--- src/rtl/calpoc_button_player.sv ---
// Replays a 3-bit A op B command as timed button presses toward the calculator:
// Clear, A[2:0], operator, B[2:0], Equals, with an abort path that issues Clear.
module calpoc_button_player #(
    parameter int unsigned PRESS_CYCLES = 4,
    parameter int unsigned GAP_CYCLES   = 4
) (
    input  logic       clk,
    input  logic       reset,
    input  logic       cmd_valid,
    output logic       cmd_ready,
    input  logic [2:0] cmd_a,
    input  logic [2:0] cmd_b,
    input  logic       cmd_op,
    input  logic       abort,
    output logic       ButtonFor1,
    output logic       ButtonFor0,
    output logic       ButtonForOR,
    output logic       ButtonForXOR,
    output logic       ButtonForEquals,
    output logic       ButtonForClear,
    output logic       busy,
    output logic       done,
    output logic       aborted,
    output logic [3:0] press_index
);

    typedef enum logic [2:0] {
        IDLE,
        PRESS,
        GAP,
        ABORT_GAP,
        ABORT_PRESS,
        ABORT_TAIL
    } state_t;

    localparam logic [7:0] P_LOAD = 8'(PRESS_CYCLES - 1);
    localparam logic [7:0] G_LOAD = 8'(GAP_CYCLES - 1);

    localparam logic [5:0] K_1   = 6'b000001;
    localparam logic [5:0] K_0   = 6'b000010;
    localparam logic [5:0] K_OR  = 6'b000100;
    localparam logic [5:0] K_XOR = 6'b001000;
    localparam logic [5:0] K_EQ  = 6'b010000;
    localparam logic [5:0] K_CLR = 6'b100000;

    state_t     state, state_n;
    logic [7:0] cnt, cnt_n;
    logic [3:0] slot, slot_n;
    logic [2:0] a_q, b_q;
    logic       op_q;
    logic [5:0] btn, btn_n, slot_btn;
    logic       done_q, done_n;
    logic       aborted_q, aborted_n;
    logic       accept, last;

    assign accept = (state == IDLE) && cmd_valid;
    assign last   = (cnt == 8'd0);

    always_ff @(posedge clk) begin
        if (reset) begin
            state     <= IDLE;
            cnt       <= 8'd0;
            slot      <= 4'd0;
            a_q       <= 3'd0;
            b_q       <= 3'd0;
            op_q      <= 1'b0;
            btn       <= 6'd0;
            done_q    <= 1'b0;
            aborted_q <= 1'b0;
        end else begin
            state     <= state_n;
            cnt       <= cnt_n;
            slot      <= slot_n;
            btn       <= btn_n;
            done_q    <= done_n;
            aborted_q <= aborted_n;
            if (accept) begin
                a_q  <= cmd_a;
                b_q  <= cmd_b;
                op_q <= cmd_op;
            end
        end
    end

    // The counter loads duration-1 on entry and leaves a state when it hits 0.
    always_comb begin
        state_n   = state;
        slot_n    = slot;
        cnt_n     = last ? 8'd0 : cnt - 8'd1;
        done_n    = 1'b0;
        aborted_n = 1'b0;
        case (state)
            IDLE: begin
                cnt_n = 8'd0;
                if (cmd_valid) begin
                    state_n = PRESS;
                    cnt_n   = P_LOAD;
                    slot_n  = 4'd0;
                end
            end
            PRESS: begin
                if (abort) begin
                    state_n = ABORT_GAP;
                    cnt_n   = G_LOAD;
                end else if (last) begin
                    state_n = GAP;
                    cnt_n   = G_LOAD;
                end
            end
            GAP: begin
                if (abort) begin
                    state_n = ABORT_GAP;
                    cnt_n   = G_LOAD;
                end else if (last) begin
                    if (slot == 4'd8) begin
                        state_n = IDLE;
                        cnt_n   = 8'd0;
                        slot_n  = 4'd0;
                        done_n  = 1'b1;
                    end else begin
                        state_n = PRESS;
                        cnt_n   = P_LOAD;
                        slot_n  = slot + 4'd1;
                    end
                end
            end
            ABORT_GAP: begin
                if (last) begin
                    state_n = ABORT_PRESS;
                    cnt_n   = P_LOAD;
                end
            end
            ABORT_PRESS: begin
                if (last) begin
                    state_n = ABORT_TAIL;
                    cnt_n   = G_LOAD;
                end
            end
            ABORT_TAIL: begin
                if (last) begin
                    state_n   = IDLE;
                    cnt_n     = 8'd0;
                    slot_n    = 4'd0;
                    aborted_n = 1'b1;
                end
            end
            default: begin
                state_n = IDLE;
                cnt_n   = 8'd0;
                slot_n  = 4'd0;
            end
        endcase
    end

    // Buttons are decoded from the next state so they rise with the state.
    always_comb begin
        slot_btn = 6'd0;
        case (slot_n)
            4'd0:    slot_btn = K_CLR;
            4'd1:    slot_btn = a_q[2] ? K_1 : K_0;
            4'd2:    slot_btn = a_q[1] ? K_1 : K_0;
            4'd3:    slot_btn = a_q[0] ? K_1 : K_0;
            4'd4:    slot_btn = op_q ? K_XOR : K_OR;
            4'd5:    slot_btn = b_q[2] ? K_1 : K_0;
            4'd6:    slot_btn = b_q[1] ? K_1 : K_0;
            4'd7:    slot_btn = b_q[0] ? K_1 : K_0;
            4'd8:    slot_btn = K_EQ;
            default: slot_btn = 6'd0;
        endcase
        btn_n = 6'd0;
        unique case (1'b1)
            (state_n == PRESS):       btn_n = slot_btn;
            (state_n == ABORT_PRESS): btn_n = K_CLR;
            default:                  btn_n = 6'd0;
        endcase
    end

    assign {ButtonForClear, ButtonForEquals, ButtonForXOR,
            ButtonForOR, ButtonFor0, ButtonFor1} = btn;

    assign busy        = (state != IDLE);
    assign cmd_ready   = (state == IDLE);
    assign done        = done_q;
    assign aborted     = aborted_q;
    assign press_index = slot;

endmodule

--- config.mk ---
export PLATFORM = sky130hd
export DESIGN_NAME = calpoc_button_player
export DESIGN_NICKNAME = d
export VERILOG_FILES = /design/src/rtl/calpoc_button_player.sv
export SDC_FILE = /design/constraint.sdc
export NUM_CORES = 1
export LEC_CHECK = 0
export ABC_AREA = 0
export CAP_MARGIN = 10
export CORE_UTILIZATION = 65
export CTS_CLUSTER_SIZE = 8
export DETAILED_ROUTE_END_ITERATION = 10
export DONT_BUFFER_PORTS = 1
export GPL_TIMING_DRIVEN = 0
export HOLD_SLACK_MARGIN = 0.12
export PLACE_DENSITY = 0.81
export SLEW_MARGIN = 20
export SYNTH_ARGS = -nofsm -noshare
export SYNTH_HDL_FRONTEND = slang
export SYNTH_SLANG_ARGS = --single-unit
--- constraint.sdc ---
create_clock -name clk -period 4.32 [get_ports clk]
set_input_delay 0.432 -clock clk [delete_from_list [all_inputs] [get_ports clk]]
set_output_delay 0.432 -clock clk [all_outputs]
set_load 0.01 [all_outputs]
==> flow_metrics.tcl, run 1 <==
set metrics [dict create \
    status "completed" \
    hold_class "in2reg" \
    power.leakage_nw 0.6692 \
    drive_above_1_share_pct 12.74 \
    syn_area_per_cell_sq_um 8.482 \
    fin_crit_sh_pct 59.17 \
    drc 0 \
    vias_per_cell 6.636 \
    cts_tree "done" \
    dieWidth_microns 53.60 \
    antenna_cells 0 \
    path_cells "nor4_1, a311oi_1, or3_4, nor2_2, o2111ai_1, a31oi_1" \
    slew_headroom_pct 37.33 \
    cts_root_buf "clkbuf_4" \
    route.met3.wl_microns 353 \
    finClkSkew_ns 0.01046 \
    areaGrowthSynthToFinish_pct 5.857 \
    clk_path_buf_depth 2 \
    worst_slew_pin_slew_ns 0.9315 \
    fin_util_pct 73.27 \
    synth_ff_type "dfxtp_1" \
    initial_core_util_pct 69.22 \
    hpwl_microns 2891 \
    max_freq_mhz 391.2 \
    synth_area_sq_mm 0.001730 \
    postSynthCellCount 204 \
    crit_path_end_kind "register" \
    final_common_cell "dfxtp_1" \
    grt_max_degree 11 \
    ant_nets 0 \
    synthArstFlopShare_pct 0 \
    synth-edff-count 0 \
    yosysSeqAreaShare_pct 34.71 \
    r2r-start "cnt[3]" \
    synth_seq_cells 30 \
    die-area_sq_mm 0.002872 \
    num_rows 18 \
    io_pins 25 \
    layout_common_cells "30 x dfxtp_1, 28 x nor2_1, 11 x inv_1, 11 x a21oi_1" \
    globalRouteOverflowTotal 0 \
    grt_antenna_before_repair 0 \
    powerDensity_mw_per_mm2 646.9 \
    total_power_mw 1.185 \
    crit_type "reg2reg" \
    layout_min_cycle_time_ns 2.556 \
    core_sq_mm 0.002500 \
    hold_slack_ns 0.1789 \
    maxCapViolations 0 \
    critical-path-slowest-cell "nor4_1" \
    place_congestion 0.9243 \
    wirelength_microns 3972 \
    hp-start "reset" \
    firstDrtPassIters 4 \
    rsz0062_at_grt "no" \
    dieHeight_microns 53.60 \
    clk_pin_slew_worst_paths_ns 0.10 \
    cp.required_ns 4.58 \
    start_kind "register" \
    top_layer "met4" \
    worstPathMaxFanout 6 \
    setup_tns_ns 0 \
    post_cts_buffers 0 \
    finalHoldViolCount 0 \
    drt-met1-wl_microns 1769 \
    ys_warn_count 0 \
    num_vias 1606 \
    track_usage_pct 32.09 \
    htree_num_levels 2 \
    cts_sinks 30 \
    crit_start "cnt[3]" \
    irDropWorstVdd_v 0.0004806 \
    clk_latency_ns 0.33 \
    drv_slew 0 \
    fin_cells 242 \
    layout.nets 225 \
    met2_length_microns 1721 \
    grt_pass1_wl_microns 6465 \
    critPathArrivalTime_ns 2.81 \
    portBuffers 0 \
    wl_per_cell_microns 16.41 \
    cts_hold_buffers 0 \
    ys_types 60 \
    grt_pass1_vias 1408 \
    max_stage_delay_ns 0.81 \
    setup_viol 0 \
    first_iter_violations 82 \
    placedCellCount 234 \
    cts_buffers 5 \
    synth_nets 218 \
    ctsResizeCount 0 \
]
-- sequential cells by signal (all words and copies together) (netlist names) --
signal and count:
a_q 3, aborted 1, b_q 3, btn 6
cnt 8, done 1, op_q 1, press_index 4
state 3
-- area by class of cell --
type                       count  area (sq um)
multi-input combinational    154          1035
fill                         190         668.1
sequential                    30         600.6
buffer                         9         53.80
clock buffer                   6         51.30
inverter                      11         41.29
tap                           30         37.54
clock inverter                 2         12.51
-- cells by family (layout without fill, tap and decap cells) --
| kind of cell | count (synthesis) | in the layout | share of synthesized area, % |
|---|---|---|---|
| AO/OA/AOI/OAI | 48 | 48 | 20.17 |
| flip-flops | 30 | 30 | 34.71 |
| buffers and inverters | 20 | 28 | 5.495 |
| AND/OR/NAND/NOR | 91 | 91 | 30.95 |
| multiplexers | 6 | 6 | 3.471 |
| adder cells (fa/ha/maj) | 3 | 3 | 2.169 |
| XOR/XNOR | 6 | 6 | 3.037 |
-- worst paths after layout --
path | depth (start not counted) | endpoint | slack, ns
hold / removal | 1 | state[1] | 0.18
hold reg to reg | 1 | btn[2] | 0.48
setup reg to reg | 6 | btn[1] | 1.76
setup / recovery | 6 | btn[1] | 1.76
-- worst max-delay path: cells and delay by family, from the launching register on --
kind,cells,cell delay [ns]
simple gates,3,1.49
compound gates,3,0.64
flops,1,0.37
-- routing by layer --
layer / track usage [%] / up-vias
met5: 0 / -
met4: 19.74 / 0
met3: 9.605 / 16
met2: 46.25 / 96
met1: 41.58 / 733
li1: - / 761
-- cell usage after synthesis, types with 2 or more instances --
cell | instances | area (sq um)
mux2i_1 | 6 | 60.06
a211o_1 | 3 | 26.28
or2b_2 | 2 | 17.52
inv_1 | 11 | 41.29
nor2_1 | 28 | 105.1
or3_1 | 3 | 18.77
clkbuf_1 | 4 | 15.01
a21boi_0 | 3 | 22.52
a31oi_1 | 5 | 31.28
xnor2_1 | 5 | 43.79
a311oi_1 | 2 | 17.52
ha_1 | 3 | 37.54
nand4_1 | 2 | 12.51
and2_1 | 3 | 18.77
nor2b_1 | 2 | 12.51
nor4_1 | 7 | 43.79
dfxtp_1 | 30 | 600.6
buf_6 | 2 | 22.52
nand2_1 | 9 | 33.78
a22o_1 | 2 | 17.52
o211ai_1 | 2 | 15.01
a21oi_1 | 11 | 55.05
o21ai_0 | 7 | 35.03
nand3_1 | 9 | 45.04
nor4b_1 | 2 | 17.52
nor3_1 | 7 | 35.03
-- metrics by stage --
step           instance area [sq um]  setup slack (ns)
6_report                        1832             1.764
5_1_grt                         1832             1.522
4_1_cts                         1832             1.861
3_5_place_dp                    1768             1.908
3_3_place_gp                    1768             1.879
2_1_floorplan                   1730             2.152
-- power by group --
group / total [mW] / leakage [nW] / internal, mW / switching, mW
combinational: 0.633 / 0.391 / 0.255 / 0.378
clock: 0.179 / 0.0343 / 0.0781 / 0.101
sequential: 0.374 / 0.244 / 0.325 / 0.0482
(Power assumes the default switching activity.)
==> run 2: changes to the inputs <==
--- a/config.mk
+++ b/config.mk
@@ -7,13 +7,13 @@
 export LEC_CHECK = 0
 export ABC_AREA = 0
 export CAP_MARGIN = 10
-export CORE_UTILIZATION = 65
+export CORE_UTILIZATION = 56
 export CTS_CLUSTER_SIZE = 8
 export DETAILED_ROUTE_END_ITERATION = 10
 export DONT_BUFFER_PORTS = 1
 export GPL_TIMING_DRIVEN = 0
 export HOLD_SLACK_MARGIN = 0.12
-export PLACE_DENSITY = 0.81
+export PLACE_DENSITY = 0.74
 export SLEW_MARGIN = 20
 export SYNTH_ARGS = -nofsm -noshare
 export SYNTH_HDL_FRONTEND = slang
==> constraint.sdc (replaced) <==
create_clock -name clk -period 2.33 [get_ports clk]
set_input_delay 0.233 -clock clk [delete_from_list [all_inputs] [get_ports clk]]
set_output_delay 0.233 -clock clk [all_outputs]
set_load 0.01 [all_outputs]
==> flow_metrics.tcl, run 2 (synthesis gave the netlist of run 1 again) <==
set metrics [dict create \
    final_common_cell "nor2_1" \
    worstHoldPathCells 3 \
    areaGrowthSynthToFinish_pct 19.52 \
    finalHoldViolCount 0 \
    vias_per_cell 6.519 \
    crit_path_end_kind "register" \
    die-area_sq_mm 0.003316 \
    wirelength_microns 4639 \
    layout_common_cells "27 x nor2_1, 25 x dfxtp_1, 11 x inv_1, 11 x a21oi_1" \
    firstDrtPassIters 9 \
    clock_power_share_pct 13.7 \
    core_sq_mm 0.002853 \
    setup_viol 0 \
    cp.required_ns 2.57 \
    share_comb_of_total_power_pct 56.7 \
    switching_power_mw 1.076 \
    dieHeight_microns 57.59 \
    fin_util_pct 72.50 \
    ant_nets 0 \
    hold_class "in2reg" \
    cts_root_buf "clkbuf_4" \
    finClkSkew_ns 0.01215 \
    regMostFlops "cnt" \
    swShare_pct 44.73 \
    total_power_mw 2.406 \
    htree_num_levels 2 \
    place_congestion 0.8820 \
    cp.depth 6 \
    status "complete, but fails checks" \
    initial_core_util_pct 60.66 \
    slew_headroom_pct 59.23 \
    worstPathMaxFanout 7 \
    maxCapViolations 0 \
    violations "DRC" \
    crit_type "reg2reg" \
    fin_cells 258 \
    worst_slew_pin_slew_ns 0.6051 \
    path_cells "or4_4, nor4_4, a31oi_2, o311ai_4, nand4_4, nor4_1" \
    critical-path-slowest-cell "or4_4" \
    powerDensity_mw_per_mm2 1163 \
    portBuffers 0 \
    grt_antenna_before_repair 0 \
    r2r_cells 6 \
    drv_slew 0 \
    power.leakage_nw 0.7664 \
    placedCellCount 235 \
    first_iter_violations 152 \
    num_vias 1682 \
    clk_path_buf_depth 2 \
    drive_above_1_share_pct 21.15 \
    p_seq_share_pct 29.6 \
    max_freq_mhz 439.0 \
    hpwl_microns 3052 \
    layout_min_cycle_time_ns 2.278 \
    critPathBufInv 0 \
    num_rows 19 \
    irDropWorstVdd_v 0.0006818 \
    antenna_cells 0 \
    dieWidth_microns 57.59 \
    largest_reg_flops 8 \
    clk_latency_ns 0.35 \
    cts_tree "done" \
    cts_sinks 30 \
    grt_max_degree 11 \
    wl_per_cell_microns 17.98 \
    track_usage_pct 30.17 \
    fin_crit_sh_pct 97.77 \
    p_int_mw 1.330 \
    critPathArrivalTime_ns 2.52 \
    clk_pin_slew_worst_paths_ns 0.10 \
    globalRouteOverflowTotal 0 \
    io_pins 25 \
    layout.nets 240 \
    cp_top_family "simple AND/OR/NAND/NOR gates" \
    grt_pass1_wl_microns 7541 \
    drc 2 \
    start_kind "register" \
    grt_pass1_vias 1548 \
    cts_buffers 5 \
    max_stage_delay_ns 0.60 \
]
[run 2: worst paths after layout]
| path | slack (ns) | end | start |
|---|---|---|---|
| worst max-delay path | 0.05 | btn[2] | cnt[3] |
| worst min-delay path | 0.15 | btn[5] | reset |
| worst max register to register | 0.05 | btn[2] | cnt[3] |
| worst min register to register | 0.51 | btn[2] | op_q |
[run 2: cell type report]
class	instances	area, sq um
Timing Repair Buffer	17	150.1
Buffer	7	38.79
Clock inverter	1	5.005
Fill cell	245	784.5
Tap cell	31	38.79
Multi-Input combinational cell	154	1127
Inverter	11	41.29
Sequential cell	30	611.8
Clock buffer	7	55.05
[run 2: through the flow]
| stage | hold slack (ns) | setup TNS, ns | setup slack [ns] | cell area, sq um |
|---|---|---|---|---|
| 2_1_floorplan | 0.3100 | 0 | 0.1619 | 1730 |
| 3_3_place_gp | 0.3160 | -1.100 | -0.1258 | 1769 |
| 3_5_place_dp | 0.3150 | -1.332 | -0.1605 | 1769 |
| 4_1_cts | 0.1444 | 0 | 0.0006237 | 1966 |
| 5_1_grt | 0.1766 | -0.1792 | -0.09269 | 2068 |
| 6_report | 0.1466 | 0 | 0.05187 | 2068 |
[run 2: metal layers]
layer | GRT usage, % | vias up | routed length [microns]
li1 | - | 793 | -
met1 | 41.85 | 805 | 1949
met2 | 44.85 | 72 | 2214
met3 | 5.442 | 12 | 362
met4 | 14.98 | 0 | 112
met5 | 0 | - | 0
[run 2: worst register-to-register path, cell delays in order, from the launching register on]
cell and delay (ns):
dfxtp_4 0.36, or4_4 0.60, nor4_4 0.33, a31oi_2 0.17, o311ai_4 0.30, nand4_4 0.18
nor4_1 0.24
[run 2: power by group through the flow]
stage                     combinational [mW]  sequential, mW  clock, mW
after floorplan                        0.965           0.678          0
after global placement                  1.15           0.699          0
after global routing                    1.50           0.722      0.356
after detailed placement                1.17           0.707          0
final                                   1.36           0.712      0.329
after CTS                               1.23           0.702      0.327
[run 2: timing repair]
action	in CTS	in global routing
endpoints found under the setup margin	13	15
hold endpoints to repair	9	0
hold buffers	9	0
buffers inserted	2	6
gates resized for setup	9	14
pin swaps	4	7
==> run 3: changes to the inputs <==
--- a/config.mk
+++ b/config.mk
@@ -7,13 +7,12 @@
 export LEC_CHECK = 0
 export ABC_AREA = 0
 export CAP_MARGIN = 10
-export CORE_UTILIZATION = 56
+export CORE_UTILIZATION = 43
 export CTS_CLUSTER_SIZE = 8
 export DETAILED_ROUTE_END_ITERATION = 10
 export DONT_BUFFER_PORTS = 1
 export GPL_TIMING_DRIVEN = 0
 export HOLD_SLACK_MARGIN = 0.12
-export PLACE_DENSITY = 0.74
 export SLEW_MARGIN = 20
 export SYNTH_ARGS = -nofsm -noshare
 export SYNTH_HDL_FRONTEND = slang
==> flow_metrics.tcl, run 3 (synthesis gave the netlist of run 1 again) <==
set metrics [dict create \
    status "completed" \
    start_kind "register" \
    firstDrtPassIters 4 \
    core_sq_mm 0.003771 \
    rrSetupSlack_ns 0.05 \
    hpwl_microns 3201 \
    r2r-start "cnt[4]" \
    areaGrowthSynthToFinish_pct 19.96 \
    grt_pass1_vias 1533 \
    clk_path_buf_depth 2 \
    layout_common_cells "27 x nor2_1, 26 x dfxtp_1, 11 x inv_1, 11 x a21oi_1" \
    layout.nets 234 \
    r2r-end "btn[0]" \
    power.leakage_nw 0.7584 \
    nFillCells 340 \
    setup_slack_ns 0.04644 \
    crit_start "cnt[4]" \
    layout_min_cycle_time_ns 2.284 \
    cp.required_ns 2.54 \
    slew_headroom_pct 57.23 \
    finClkSkew_ns 0.002842 \
    crit_type "reg2reg" \
    powerDensity_mw_per_mm2 1236 \
    grt_antenna_before_repair 0 \
    setup_viol 0 \
    rsz0062_at_grt "yes" \
    drc 0 \
    grt_pass1_wl_microns 7355 \
    crit_path_end_kind "register" \
    cts_sinks 30 \
    largest_reg_flops 8 \
    portBuffers 0 \
    worstPathMaxFanout 7 \
    setup_tns_ns 0 \
    antenna_cells 0 \
    cts_buffers 5 \
    max_freq_mhz 437.9 \
    irDropWorstVdd_v 0.0005112 \
    cts_root_buf "clkbuf_8" \
    track_usage_pct 22.48 \
    ant_nets 0 \
    io_pins 25 \
    fin_crit_sh_pct 98.01 \
    dieHeight_microns 65.44 \
    grt_max_degree 11 \
    wl_per_cell_microns 17.00 \
    cts_tree "done" \
    placedCellCount 252 \
    clk_pin_slew_worst_paths_ns 0.06 \
    maxCapViolations 0 \
    drive_above_1_share_pct 20.00 \
    hold_slack_ns 0.1243 \
    dieWidth_microns 65.44 \
    pre_cts_ws_ns -0.1916 \
    htree_num_levels 2 \
    num_vias 1625 \
    hp-start "cmd_a[0]" \
    r2r_cells 8 \
    vias_per_cell 6.063 \
    critPathArrivalTime_ns 2.49 \
    worst_slew_pin_slew_ns 0.6349 \
    fin_util_pct 55.04 \
    initial_core_util_pct 45.89 \
    regMostFlops "cnt" \
    endpoint "btn[0]" \
    fin_cells 268 \
    place_congestion 0.8838 \
    globalRouteOverflowTotal 0 \
    die-area_sq_mm 0.004282 \
    finalHoldViolCount 0 \
    hold_class "in2reg" \
    wirelength_microns 4556 \
    num_rows 22 \
    drv_slew 0 \
    first_iter_violations 105 \
    final_common_cell "nor2_1" \
    clk_latency_ns 0.28 \
]
run 3: worst min path at each step:
| stage | to | slack [ns] | cells after the start |
|---|---|---|---|
| final | a_q[0] | 0.12 | 2 |
| after global routing | b_q[1] | 0.14 | 2 |
| after CTS | a_q[0] | 0.13 | 2 |
| after detailed placement | done | 0.32 | 1 |
| after global placement | done | 0.32 | 1 |
| after floorplan | done | 0.31 | 1 |
run 3: where the power goes:
part           leakage (nW)  switching [mW]  internal, mW
combinational         0.455           0.770         0.557
clock                0.0573           0.194         0.342
sequential            0.247          0.0943         0.608
total                 0.758            1.06          1.51
run 3: per-layer routing:
| metal | vias to the layer above | routed length, microns | global-route usage (%) |
|---|---|---|---|
| li1 | 782 | - | - |
| met1 | 766 | 2014 | 28.33 |
| met2 | 64 | 2147 | 35.44 |
| met3 | 13 | 306 | 5.903 |
| met4 | 0 | 88 | 10.60 |
| met5 | - | 0 | 0 |
run 3: layout make-up:
cell class                      count  area, sq um  area share, %
Clock inverter                      1        30.03          1.447
Buffer                              7        38.79          1.869
Inverter                           11        41.29          1.989
Clock buffer                        6        82.58          3.978
Multi-Input combinational cell    154         1120          53.95
Sequential cell                    30        608.1          29.29
Tap cell                           48        60.06          2.893
Timing Repair Buffer               11        95.09          4.581
run 3: critical path: stages, from the launching register on:
cell and delay [ns]:
dfxtp_2 0.36, or4_4 0.61, nor4_4 0.34, buf_4 0.18, buf_4 0.10, a22oi_2 0.07
buf_4 0.16, a211o_1 0.27, a31oi_1 0.12
run 3: through the flow:
stage | total power, mW | area [sq um]
3_3_place_gp | 1.872 | 1790
5_1_grt | 2.739 | 2076
3_5_place_dp | 1.880 | 1790
6_report | 2.565 | 2076
4_1_cts | 2.471 | 2009
2_1_floorplan | 1.643 | 1730
run 3: repair_timing:
item	in CTS	in global routing
pin swaps	7	6
hold buffers	5	0
endpoints found under the setup margin	15	15
endpoints found under the hold margin	6	0
resized for setup	9	10
buffers inserted	4	2
